==> src/rtl/t05_pkg.sv <==
// Shared types and defaults for the SRAM client arbiter.
package t05_pkg;

  localparam int unsigned DefNumCh   = 4;
  localparam int unsigned DefAddrW   = 32;
  localparam int unsigned DefDataW   = 32;
  localparam int unsigned DefTimeout = 255;

  localparam bit ARB_FIXED = 1'b0;
  localparam bit ARB_RR    = 1'b1;

  typedef enum logic [2:0] {
    StIdle,
    StIssue,
    StWaitBusy,
    StWaitDone,
    StResp
  } arb_state_t;

endpackage

==> src/rtl/t05_rr_picker.sv <==
// Combinational winner selection: round-robin above last_i, or lowest index in fixed mode.
module t05_rr_picker #(
  parameter int unsigned NUM_CH = 4
) (
  input  logic [NUM_CH-1:0]         req_i,
  input  logic [$clog2(NUM_CH)-1:0] last_i,
  input  logic                      rr_en_i,
  output logic [NUM_CH-1:0]         grant_o,
  output logic [$clog2(NUM_CH)-1:0] index_o,
  output logic                      valid_o
);

  localparam int unsigned IdxW = $clog2(NUM_CH);

  logic [IdxW-1:0] cand;

  always_comb begin
    grant_o = '0;
    index_o = '0;
    valid_o = 1'b0;
    cand    = '0;
    for (int unsigned i = 0; i < NUM_CH; i++) begin
      // Round-robin scans upward from the slot just after the previous winner.
      cand = rr_en_i ? IdxW'((32'(last_i) + 32'd1 + i) % NUM_CH) : IdxW'(i);
      if (!valid_o && req_i[cand]) begin
        valid_o       = 1'b1;
        index_o       = cand;
        grant_o[cand] = 1'b1;
      end
    end
  end

endmodule

==> src/rtl/t05_sram_arbiter.sv <==
// N-channel arbiter in front of the wishbone manager CPU port, with per-channel
// completion/timeout pulses and a captured read-data register.
module t05_sram_arbiter
  import t05_pkg::*;
#(
  parameter int unsigned NUM_CH  = DefNumCh,
  parameter int unsigned ADDR_W  = DefAddrW,
  parameter int unsigned DATA_W  = DefDataW,
  parameter bit          RR_MODE = ARB_RR,
  parameter int unsigned TIMEOUT = DefTimeout
) (
  input  logic                           clk,
  input  logic                           rst_n,
  input  logic [NUM_CH-1:0]              req_i,
  input  logic [NUM_CH-1:0]              we_i,
  input  logic [NUM_CH*ADDR_W-1:0]       addr_i,
  input  logic [NUM_CH*DATA_W-1:0]       wdata_i,
  input  logic [NUM_CH*(DATA_W/8)-1:0]   sel_i,
  output logic [NUM_CH-1:0]              gnt_o,
  output logic [NUM_CH-1:0]              done_o,
  output logic [NUM_CH-1:0]              err_o,
  output logic [DATA_W-1:0]              rdata_o,
  output logic                           wm_write_o,
  output logic                           wm_read_o,
  output logic [ADDR_W-1:0]              wm_addr_o,
  output logic [DATA_W/8-1:0]            wm_sel_o,
  output logic [DATA_W-1:0]              wm_wdata_o,
  input  logic [DATA_W-1:0]              wm_rdata_i,
  input  logic                           wm_busy_i
);

  localparam int unsigned SelW = DATA_W / 8;
  localparam int unsigned IdxW = $clog2(NUM_CH);

  logic [ADDR_W-1:0] addr_arr  [NUM_CH];
  logic [DATA_W-1:0] wdata_arr [NUM_CH];
  logic [SelW-1:0]   sel_arr   [NUM_CH];

  for (genvar k = 0; k < NUM_CH; k++) begin : g_unpack
    assign addr_arr[k]  = addr_i[k*ADDR_W +: ADDR_W];
    assign wdata_arr[k] = wdata_i[k*DATA_W +: DATA_W];
    assign sel_arr[k]   = sel_i[k*SelW +: SelW];
  end

  arb_state_t        state_q, state_d;
  logic [NUM_CH-1:0] gnt_q, gnt_d, done_q, done_d, err_q, err_d;
  logic              wr_q, wr_d, rd_q, rd_d, we_q, we_d;
  logic [ADDR_W-1:0] addr_q, addr_d;
  logic [DATA_W-1:0] wdata_q, wdata_d, rdata_q, rdata_d;
  logic [SelW-1:0]   sel_q, sel_d;
  logic [15:0]       cnt_q, cnt_d;
  logic [IdxW-1:0]   last_q, last_d;

  logic [NUM_CH-1:0] pick_grant;
  logic [IdxW-1:0]   pick_idx;
  logic              pick_valid;
  logic [16:0]       cnt_inc;
  logic              timeout_hit;

  t05_rr_picker #(
    .NUM_CH (NUM_CH)
  ) u_picker (
    .req_i   (req_i),
    .last_i  (last_q),
    .rr_en_i (RR_MODE == ARB_RR),
    .grant_o (pick_grant),
    .index_o (pick_idx),
    .valid_o (pick_valid)
  );

  assign cnt_inc     = {1'b0, cnt_q} + 17'd1;
  assign timeout_hit = cnt_inc >= 17'(TIMEOUT);

  always_comb begin
    state_d = state_q;
    gnt_d   = gnt_q;
    done_d  = '0;
    err_d   = '0;
    wr_d    = 1'b0;
    rd_d    = 1'b0;
    we_d    = we_q;
    addr_d  = addr_q;
    wdata_d = wdata_q;
    sel_d   = sel_q;
    rdata_d = rdata_q;
    cnt_d   = cnt_q;
    last_d  = last_q;
    unique case (state_q)
      StIdle: begin
        if (pick_valid) begin
          gnt_d   = pick_grant;
          we_d    = we_i[pick_idx];
          wr_d    = we_i[pick_idx];
          rd_d    = !we_i[pick_idx];
          addr_d  = addr_arr[pick_idx];
          wdata_d = wdata_arr[pick_idx];
          sel_d   = sel_arr[pick_idx];
          last_d  = pick_idx;
          state_d = StIssue;
        end
      end
      StIssue: begin
        cnt_d   = '0;
        state_d = StWaitBusy;
      end
      StWaitBusy: begin
        cnt_d = cnt_inc[15:0];
        if (timeout_hit) begin
          err_d   = gnt_q;
          state_d = StResp;
        end else if (wm_busy_i) begin
          state_d = StWaitDone;
        end
      end
      StWaitDone: begin
        cnt_d = cnt_inc[15:0];
        // Busy falling wins over a timeout reached in the same cycle.
        if (!wm_busy_i) begin
          done_d = gnt_q;
          if (!we_q) rdata_d = wm_rdata_i;
          state_d = StResp;
        end else if (timeout_hit) begin
          err_d   = gnt_q;
          state_d = StResp;
        end
      end
      StResp: begin
        gnt_d   = '0;
        state_d = StIdle;
      end
      default: state_d = StIdle;
    endcase
  end

  always_ff @(posedge clk or negedge rst_n) begin
    if (!rst_n) begin
      state_q <= StIdle;
      gnt_q   <= '0;
      done_q  <= '0;
      err_q   <= '0;
      wr_q    <= 1'b0;
      rd_q    <= 1'b0;
      we_q    <= 1'b0;
      addr_q  <= '0;
      wdata_q <= '0;
      sel_q   <= '0;
      rdata_q <= '0;
      cnt_q   <= '0;
      last_q  <= IdxW'(NUM_CH - 1);
    end else begin
      state_q <= state_d;
      gnt_q   <= gnt_d;
      done_q  <= done_d;
      err_q   <= err_d;
      wr_q    <= wr_d;
      rd_q    <= rd_d;
      we_q    <= we_d;
      addr_q  <= addr_d;
      wdata_q <= wdata_d;
      sel_q   <= sel_d;
      rdata_q <= rdata_d;
      cnt_q   <= cnt_d;
      last_q  <= last_d;
    end
  end

  assign gnt_o      = gnt_q;
  assign done_o     = done_q;
  assign err_o      = err_q;
  assign rdata_o    = rdata_q;
  assign wm_write_o = wr_q;
  assign wm_read_o  = rd_q;
  assign wm_addr_o  = addr_q;
  assign wm_sel_o   = sel_q;
  assign wm_wdata_o = wdata_q;

endmodule

==> config.mk <==
export PLATFORM = sky130hd
export DESIGN_NAME = t05_sram_arbiter
export DESIGN_NICKNAME = d
export VERILOG_FILES = /design/src/rtl/t05_pkg.sv /design/src/rtl/t05_rr_picker.sv /design/src/rtl/t05_sram_arbiter.sv
export SDC_FILE = /design/constraint.sdc
export NUM_CORES = 1
export LEC_CHECK = 0
export BUFFER_PORTS_ARGS = -buffer_cell sky130_fd_sc_hd__clkbuf_2
export CAP_MARGIN = 30
export CORE_AREA = 2 2 168 170
export DETAILED_ROUTE_END_ITERATION = 10
export DIE_AREA = 0 0 170 172
export PLACE_DENSITY = 0.66
export SKIP_CTS_REPAIR_TIMING = 1
export SYNTH_ARGS = -nofsm -noshare
export SYNTH_HDL_FRONTEND = slang
export SYNTH_SLANG_ARGS = --single-unit
==> constraint.sdc <==
create_clock -name clk -period 4.6 [get_ports clk]
set_input_delay 0.23 -clock clk [delete_from_list [all_inputs] [get_ports clk]]
set_output_delay 0.23 -clock clk [all_outputs]
set_load 0.01 [all_outputs]
# Word level (Yosys, flattened, before mapping)
# Index checks and enable logic that the tools add are counted.
# W data, S select, Z words.
word_totals:
  ff_bits: 136
  input_bits: 315
  out_inout_bits: 114
  elab_cells: 118
op_classes:
  add_sub_neg: 5
  n_lt_le_gt_ge: 11
  eq_ne: 7
  mux: 57
  bitwise: 6
  n_reduce_logical: 19
ops:
  columns: ["operator", "count"]
  rows:
  - ["$bmux W32 S2", 2]
  - ["$mux W32", 4]
  - ["$mux W4", 11]
  - ["$pmux W16 S2", 1]
  - ["$add A16 B1 Y17 const B", 1]
  - ["$ge A17 B8 Y1 const B", 1]
  - ["$mux W1", 17]
  - ["$pmux W4 S2", 2]
  - ["$lt A2 B3 Y1 const B", 5]
  - ["$mux W3", 5]
  - ["$or A4 B4 Y4", 3]
  - ["$pmux W3 S4", 1]
  - ["$bmux W1 S2", 5]
  - ["$bmux W4 S2", 1]
  - ["$demux W1 S2", 4]
  - ["$ge A2 B1 Y1 const B", 4]
  - ["$mux W2", 4]
  - ["$logic_and A1 B1 Y1", 7]
  - ["$eq A3 B2 Y1 const B", 2]
  - ["$ne A3 B3 Y1 const B", 2]
  - ["$reduce_and A3 Y1", 2]
  - ["$add A2 B1 Y2 const B", 2]
  - ["$add A2 B2 Y2 const B", 2]
  - ["$logic_not A1 Y1", 4]
  - ["other kinds (10)", 13]

# Longest topological paths before layout
# Gate-level depths: netlist (run 1).
logic_depth:
  depth_word: 18
  ltp_mapped: 16
  ltp_nobuf: 8

# By module
# From an unflattened synthesis (run 1), not the netlist that was laid out.
unflattened:
  hier_cells: 556
  area_unflattened_um2: 7663.6
by_module_without_submodules:
  columns: ["mod", "instances", "cells_per_inst", "area_each_um2", "seq_area_each_um2"]
  rows:
  - ["t05_sram_arbiter", 1, 488, 7226.9, 3405.8]
  - ["t05_rr_picker", 1, 68, 436.7, 0.0]

# Least setup slack after synthesis (run 1)
# No wires, ideal clock.
synth_path:
  path_kind: "register -> register"
  from: "register last_q[0]"
  to: "register addr_q[29], in the netlist wm_addr_o[29]"
  setup_time_ns: 0.142
  arrival_time_ns: 3.334
  required_time_ns: 4.458
  setup_slack_ns: 1.124
  stages_incl_launch_ff: 17
  path_buffers: 8
  synth_period_minus_slack_ns: 3.476
  path_cell_list: "dfstp_2 buf_6 buf_2 buf_1 inv_1 ha_1 buf_2 or2_1 and4_4 buf_6 a221o_1 buf_6 nor2_8 buf_12 buf_12 mux2i_1 o221ai_1"
synth_via:
  elab_chain_len: 17
  word_cells_on_any_way: 31
  cone_classes: "4 x add/sub; 19 x mux; 1 x bitwise; 7 x reduce/logical"
synth_rtl:
  columns: ["element", "line_no", "source"]
  rows:
  - ["from (decl)", "t05_sram_arbiter.sv:52", "logic [IdxW-1:0] last_q, last_d;"]
  - ["from (signal assigned)", "t05_sram_arbiter.sv:149", "last_q <= IdxW'(NUM_CH - 1);"]
  - ["from (signal assigned)", "t05_sram_arbiter.sv:163", "last_q <= last_d;"]
  - ["$add A2 B1 Y2 *", "t05_rr_picker.sv:24", "cand = rr_en_i ? IdxW'((32'(last_i) + 32'd1 + i) % NUM_CH) : IdxW'(i);"]
  - ["branches (longest 16 deep; another with $add A2 B1 Y2)", null, null]
  - ["to (signal assigned)", "t05_sram_arbiter.sv:158", "addr_q <= addr_d;"]
  - ["to (decl)", "t05_sram_arbiter.sv:48", "logic [ADDR_W-1:0] addr_q, addr_d;"]
# Every way passes the cells marked *. The select of a mux whose other input is x is not followed.
# A chain may end at the register's enable or synchronous reset.

# Worst setup path after layout (run 1)
layout_path:
  from: "register last_q[0]"
  to: "register addr_q[20], in the netlist wm_addr_o[20]"
# The elaborated chain is that of the path after synthesis.

==> metrics.csv, run 1 <==
metric,value,unit
std_cell_rows,61,
dp_cells,1488,
synth_edf_count,0,
path_class,flop to flop,
multi_input_area,4194,sq um
synthArstFlopShare,1.000,
clk_path_buf_depth,2,
core,27480,sq um
htreeDepth,4,
slew_headroom,0.4781,
grt_max_degree,101,
drv_slew,0,
root_buffer,clkbuf_16,
drc,0,
dr.pass1.iters,8,
register_area,3406,sq um
mostFrequentLayoutCells,"clkbuf_2 (427), dfrtp_1 (134), mux2i_1 (125)",
wl,27720,um
p_leak,0.005718,uW
synth_area_leaders,"dfrtp_1 (42%), mux2i_1 (16%), o221ai_1 (9.2%)",
syn_inst,752,
dieArea,29240,sq um
synth_compound_area_frac,0.1805,
die_w,170,um
cp_max_fo,62,
synthSimpleGateAreaFrac,0.1153,
area_growth,37.73,%
period_share,0.7407,
ys_seq_area_frac,0.4243,
chipHeight,172,um
mostFrequentLayoutCell,clkbuf_2,
cts-buffers-inserted,17,
grt_pass1_wl,42230,um
antenna_cells,0,
syn-num-nets,1076,
crit_path_start,last_q[0]$_DFFE_PN1P_,
antenna_left,0,
synth_ff_type,dfrtp_1,
tightest_slew,0.7828,ns
setup_violations,0,
arrival,3.68,ns
start_kind,flop,
nNetsFinal,1488,
clk_latency,0.42,ns
hp-class,input pin to flop,
max-cap-violations,0,
r2r_start,last_q[0]$_DFFE_PN1P_,
period_minus_slack,3.407,ns
portBuffers,428,
track_usage,0.1872,
yosysWarnings,0,
clkSlewWorstSetupHoldPaths,0.08,ns
stdcell_count,1523,
synth_fa_ha_area_frac,0.01403,
fillCellCount,2732,
synth.distinct_cells,65,
peakVddDrop,0.0003168,V
wl_per_cell,18.20,um
grt_pass1_vias,7659,
end_kind,flop,
finalSetupTns,0,ns
synth_area_leader_cell,dfrtp_1,
synth_xor_area_frac,0.004364,
overflow,0,
finClkSkew,0.01486,ns
routed_via_density,5.125,
hold_start,wm_rdata_i[15],
muxShareOfSynthArea,0.2068,
vias,7805,
synth_area,8028,sq um
avgSynthCellArea,10.68,sq um
rsz0062_at_grt,false,
io_pins,429,
dp_hpwl,21370,um
synth_top_family_by_area,multiplexers,
synth.top_cell.area_share,0.4177,
crit_required,4.88,ns
ys_ff_latch,136,
drive_above_1_share,0.4545,
power.density,710.4,nW/um^2
drtIter0Drc,504,
fmaxAchievable,293.5,MHz
antenna_found_initial,0,
cts_sinks,136,
hold_viol_final,0,
cts_tree,yes,
outcome,"complete, no violations",
gp_congestion,0.8930,
start_util,0.2922,
-- registers in the layout, summed over array words and instances, names as in the netlist, 4 cells and up --
register	count
wm_wdata_o	32
rdata_o	32
done_o	4
cnt_q	16
wm_addr_o	32
gnt_o	4
err_o	4
wm_sel_o	4
-- final cells by class --
class | count | area share
Multi-Input combinational cell | 548 | 0.3793
Sequential cell | 136 | 0.3080
Timing Repair Buffer | 452 | 0.2160
Tap cell | 346 | 0.03915
Clock buffer | 17 | 0.03847
Clock inverter | 15 | 0.01596
Inverter | 9 | 0.003055
-- Yosys cell counts, drive strengths merged (3+ instances only) --
master and count:
and3 6, or2 3, mux2 34, o21ai 33
nor2b 5, mux2i 125, o31ai 7, a21oi 12
nand4 7, o2bb2ai 4, nor3 3, nor2 26
dfrtp 134, nand3 12, o221ai 84, xnor2 3
inv 9, nand2 92, clkbuf 38, nand2b 15
a21boi 4, buf 21, a31oi 4, nor4 8
a222oi 4, o22a 15, a22oi 3, ha 9
and2 4
-- path summary, 6_finish.rpt --
kind / to / slack, ns / depth (start not counted)
worst max-delay path: wm_addr_o[20]$_DFFE_PN0P_ / 1.19 / 9
worst min-delay path: rdata_o[15]$_DFFE_PN0P_ / 0.03 / 2
worst max register to register: wm_addr_o[20]$_DFFE_PN0P_ / 1.19 / 9
worst min register to register: wm_addr_o[27]$_DFFE_PN0P_ / 0.49 / 2
max in group asynchronous: rdata_o[13]$_DFFE_PN0P_ / 3.19 / 4
min in group asynchronous: wm_wdata_o[14]$_DFFE_PN0P_ / 0.21 / 2
-- per-layer routing --
metal	global-route usage	up-vias	share of wire
met5	0	-	0
met4	0.04496	0	0.013
met3	0.05150	22	0.068
li1	-	3700	-
met2	0.3129	309	0.49
met1	0.2411	3774	0.43
-- cell families after synthesis --
logic type | Yosys count
simple gates | 188
compound gates | 187
mux | 160
flops | 136
buf+inv | 68
fa+ha+maj | 9
xor+xnor | 4
-- per-stage QoR --
| step | setup WS (ns) | total power [uW] | hold slack [ns] | area (sq um) | utilization |
|---|---|---|---|---|---|
| 6_report | 1.193 | 7854 | 0.03470 | 11060 | 0.4024 |
| 5_1_grt | 0.8459 | 8402 | 0.008373 | 11060 | 0.4024 |
| 4_1_cts | 1.228 | 7913 | -0.04049 | 11010 | 0.4008 |
| 3_5_place_dp | 1.211 | 6463 | 0.4208 | 10410 | 0.3789 |
| 3_3_place_gp | 1.281 | 6363 | 0.4093 | 10410 | 0.3789 |
| 2_1_floorplan | 1.124 | 5217 | -0.06559 | 8028 | - |
-- power by group --
group / switching, uW / internal (uW)
clock network: 631 / 779
logic: 2450 / 1930
registers: 341 / 1720
-- critical path: stages, from the launching register on --
cell,delay (ns)
dfstp_2,0.67
buf_4,0.33
ha_1,0.35
nor2_1,0.14
nand3_1,0.11
a21oi_1,0.11
or4_2,0.76
buf_4,0.38
nand2_1,0.20
o221ai_1,0.12
Power figures use the tool's default switching activity.
==> inputs of run 2 (changes only) <==
PLACE_DENSITY = 0.68   (was 0.66)
clock period = 3 ns   (was 4.6 ns; I/O delays follow)
==> run 2 against run 1 <==
Count of clock-buffer cells in the layout did not move; via count rose by 5.2%; maximum frequency rose by 16%; sequential power rose by 54%; final cell count rose by 4.1%; global-route usage rose by 0.74 points.
==> metrics.csv, run 2 (synthesis gave the netlist of run 1 again) <==
metric,value,unit,change
dieArea,29240,sq um,unchanged
tightest_slew,0.6093,ns,-0.1735 ns
holdWs,0.03123,ns,-0.003470 ns
mostFrequentLayoutCell,clkbuf_2,,
fin_ws,0.06631,ns,-1.127 ns
cts_tree,yes,,
fillCellCount,2642,,-3.3%
gp_congestion,0.8706,,-2.5%
antenna_left,0,,unchanged
place_area,10660,sq um,+2.4%
crit_required,3.29,ns,-1.59 ns
p_leak,0.006032,uW,+5.5%
core,27480,sq um,unchanged
top_usage_layer,met2,,
seqPwrFrac,0.245,,-0.018
mostFrequentLayoutCells,"clkbuf_2 (427), dfrtp_1 (134), mux2i_1 (121)",,
htreeDepth,4,,unchanged
die_w,170,um,unchanged
drtIter0Drc,565,,+12%
r2r_slack,0.07,ns,-1.13 ns
path_class,flop to flop,,
antenna_found_initial,2,,+2
hold_start,addr_i[47],,
cts_sinks,136,,unchanged
holdPathStages,3,,+1
cp_slowest_stage_delay,0.69,ns,-0.07 ns
clkSlewWorstSetupHoldPaths,0.08,ns,about the same
dr.pass1.iters,5,,-3
hold_end,wm_addr_o[15]$_DFFE_PN0P_,,
root_buffer,clkbuf_16,,
hold_viol_final,0,,unchanged
crit_path_cell_trace,inv_6 -> ha_4 -> mux4_2 -> a21oi_2 -> a221o_1 -> nor2_8 -> buf_12 -> clkbuf_16 -> mux2i_1 -> o221ai_1,,
nNetsFinal,1547,,+4.0%
period_share,0.9779,,+0.2372
routed_via_density,5.181,,+1.1%
finClkSkew,0.01467,ns,-0.0001929 ns
cp_max_fo,12,,-81%
grt_use_met3,0.04463,,-0.006867
chipHeight,172,um,unchanged
period_minus_slack,2.934,ns,-0.4734 ns
cts-buffers-inserted,17,,unchanged
slew_headroom,0.5938,,+0.1156
dp_hpwl,22770,um,+6.5%
p_comb_frac,0.581,,+0.023
drv_slew,0,,unchanged
overflow,0,,unchanged
area_growth,46.93,%,
crit_slowest_cell,dfstp_4,,
std_cell_rows,61,,unchanged
clk_path_buf_depth,2,,unchanged
portBuffers,428,,unchanged
setup_violations,0,,unchanged
start_util,0.2922,,unchanged
grt_pass1_wl,43520,um,+3.1%
grt_util_met2,0.3436,,+0.03070
wl,30820,um,+11%
clk_latency,0.41,ns,about the same
drc,0,,unchanged
finalInstanceArea,11800,sq um,+6.7%
outcome,"complete, no violations",,
io_pins,429,,unchanged
hp-class,input pin to flop,,
finalSetupTns,0,ns,unchanged
start_kind,flop,,
switchingPower,5529,uW,+62%
intPower,7385,uW,+67%
drive_above_1_share,0.4612,,+0.006620
end_kind,flop,,
pwr-share-clk,0.174,,-0.006
r2r_cells,10,,+1
dp_slack,-0.1217,ns,-1.333 ns
track_usage,0.1946,,+0.007406
r2r_end,wm_wdata_o[14]$_DFFE_PN0P_,,
switching_share,0.4281,,-0.007380
fmaxAchievable,340.9,MHz,+16%
wl_per_cell,19.44,um,+6.8%
power.density,1095,nW/um^2,+54%
vias,8212,,+5.2%
grt_max_degree,59,,-42%
r2r_start,last_q[0]$_DFFE_PN1P_,,
grtUsageMet1,0.2336,,-0.007530
arrival,3.22,ns,-0.46 ns
grt_pass1_vias,7719,,+0.78%
peakVddDrop,0.0004530,V,+43%
max-cap-violations,0,,unchanged
## run 2: cell count changes in the layout (fill, tap and decap cells not counted), moves of 3 or more
cell,before,now
diode_2,0,3
buf_4,19,36
mux2i_1,125,121
dlygate4sd3_1,1,34
buf_12,3,9
mux2i_2,0,3
## run 2: how the worst max path moves through the flow
stage,startpoint,end,slack [ns]
floorplan,last_q[0]$_DFFE_PN1P_,wm_addr_o[28]$_DFFE_PN0P_,-0.03
global placement,last_q[0]$_DFFE_PN1P_,wm_wdata_o[0]$_DFFE_PN0P_,-0.08
detailed placement,last_q[0]$_DFFE_PN1P_,wm_wdata_o[0]$_DFFE_PN0P_,-0.12
CTS,last_q[0]$_DFFE_PN1P_,wm_wdata_o[0]$_DFFE_PN0P_,-0.13
global route,last_q[0]$_DFFE_PN1P_,wm_addr_o[8]$_DFFE_PN0P_,-0.02
finish,last_q[0]$_DFFE_PN1P_,wm_wdata_o[14]$_DFFE_PN0P_,0.07
## run 2: cell type report
class / count / area, sq um / share of cell area
timing repair buffer: 511 / 3028 / 0.2567
tap: 346 / 432.9 / 0.03670
antenna: 3 / 7.507 / 0.0006365
clock buffer: 17 / 425.4 / 0.03607
inverter: 9 / 38.79 / 0.003288
sequential: 136 / 3410 / 0.2891
multi-input combinational: 548 / 4255 / 0.3608
clock inverter: 15 / 197.7 / 0.01676
## run 2: stage by stage
| stage | total power [uW] | utilization | cells |
|---|---|---|---|
| 2_1_floorplan | 8071 | - | 752 |
| 3_3_place_gp | 10130 | 0.3879 | 1510 |
| 3_5_place_dp | 10280 | 0.3879 | 1510 |
| 4_1_cts | 12600 | 0.4106 | 1542 |
| 5_1_grt | 13810 | 0.4292 | 1584 |
| 6_report | 12910 | 0.4293 | 1585 |
## run 2: worst max-delay path: cells and delay by family, from the launching register on
| family | cells | cell delay [ns] |
|---|---|---|
| flops | 1 | 0.69 |
| compound gates | 3 | 0.68 |
| mux | 2 | 0.63 |
| buf+inv | 3 | 0.35 |
| fa+ha+maj | 1 | 0.24 |
| simple gates | 1 | 0.21 |
## run 2: routing by layer
metal  wire length, um  part of all wire
met5                 0                 0
met4               826             0.027
met3              1996             0.065
met2             15680              0.51
met1             12320              0.40
## run 2: power by group through the flow
stage / sequential, uW / clock, uW / combinational [uW]
after global placement: 3170 / 0 / 6960
after floorplan: 3410 / 0 / 4660
after global routing: 3260 / 2410 / 8130
final: 3170 / 2250 / 7500
after CTS: 3160 / 2330 / 7110
after detailed placement: 3180 / 0 / 7090
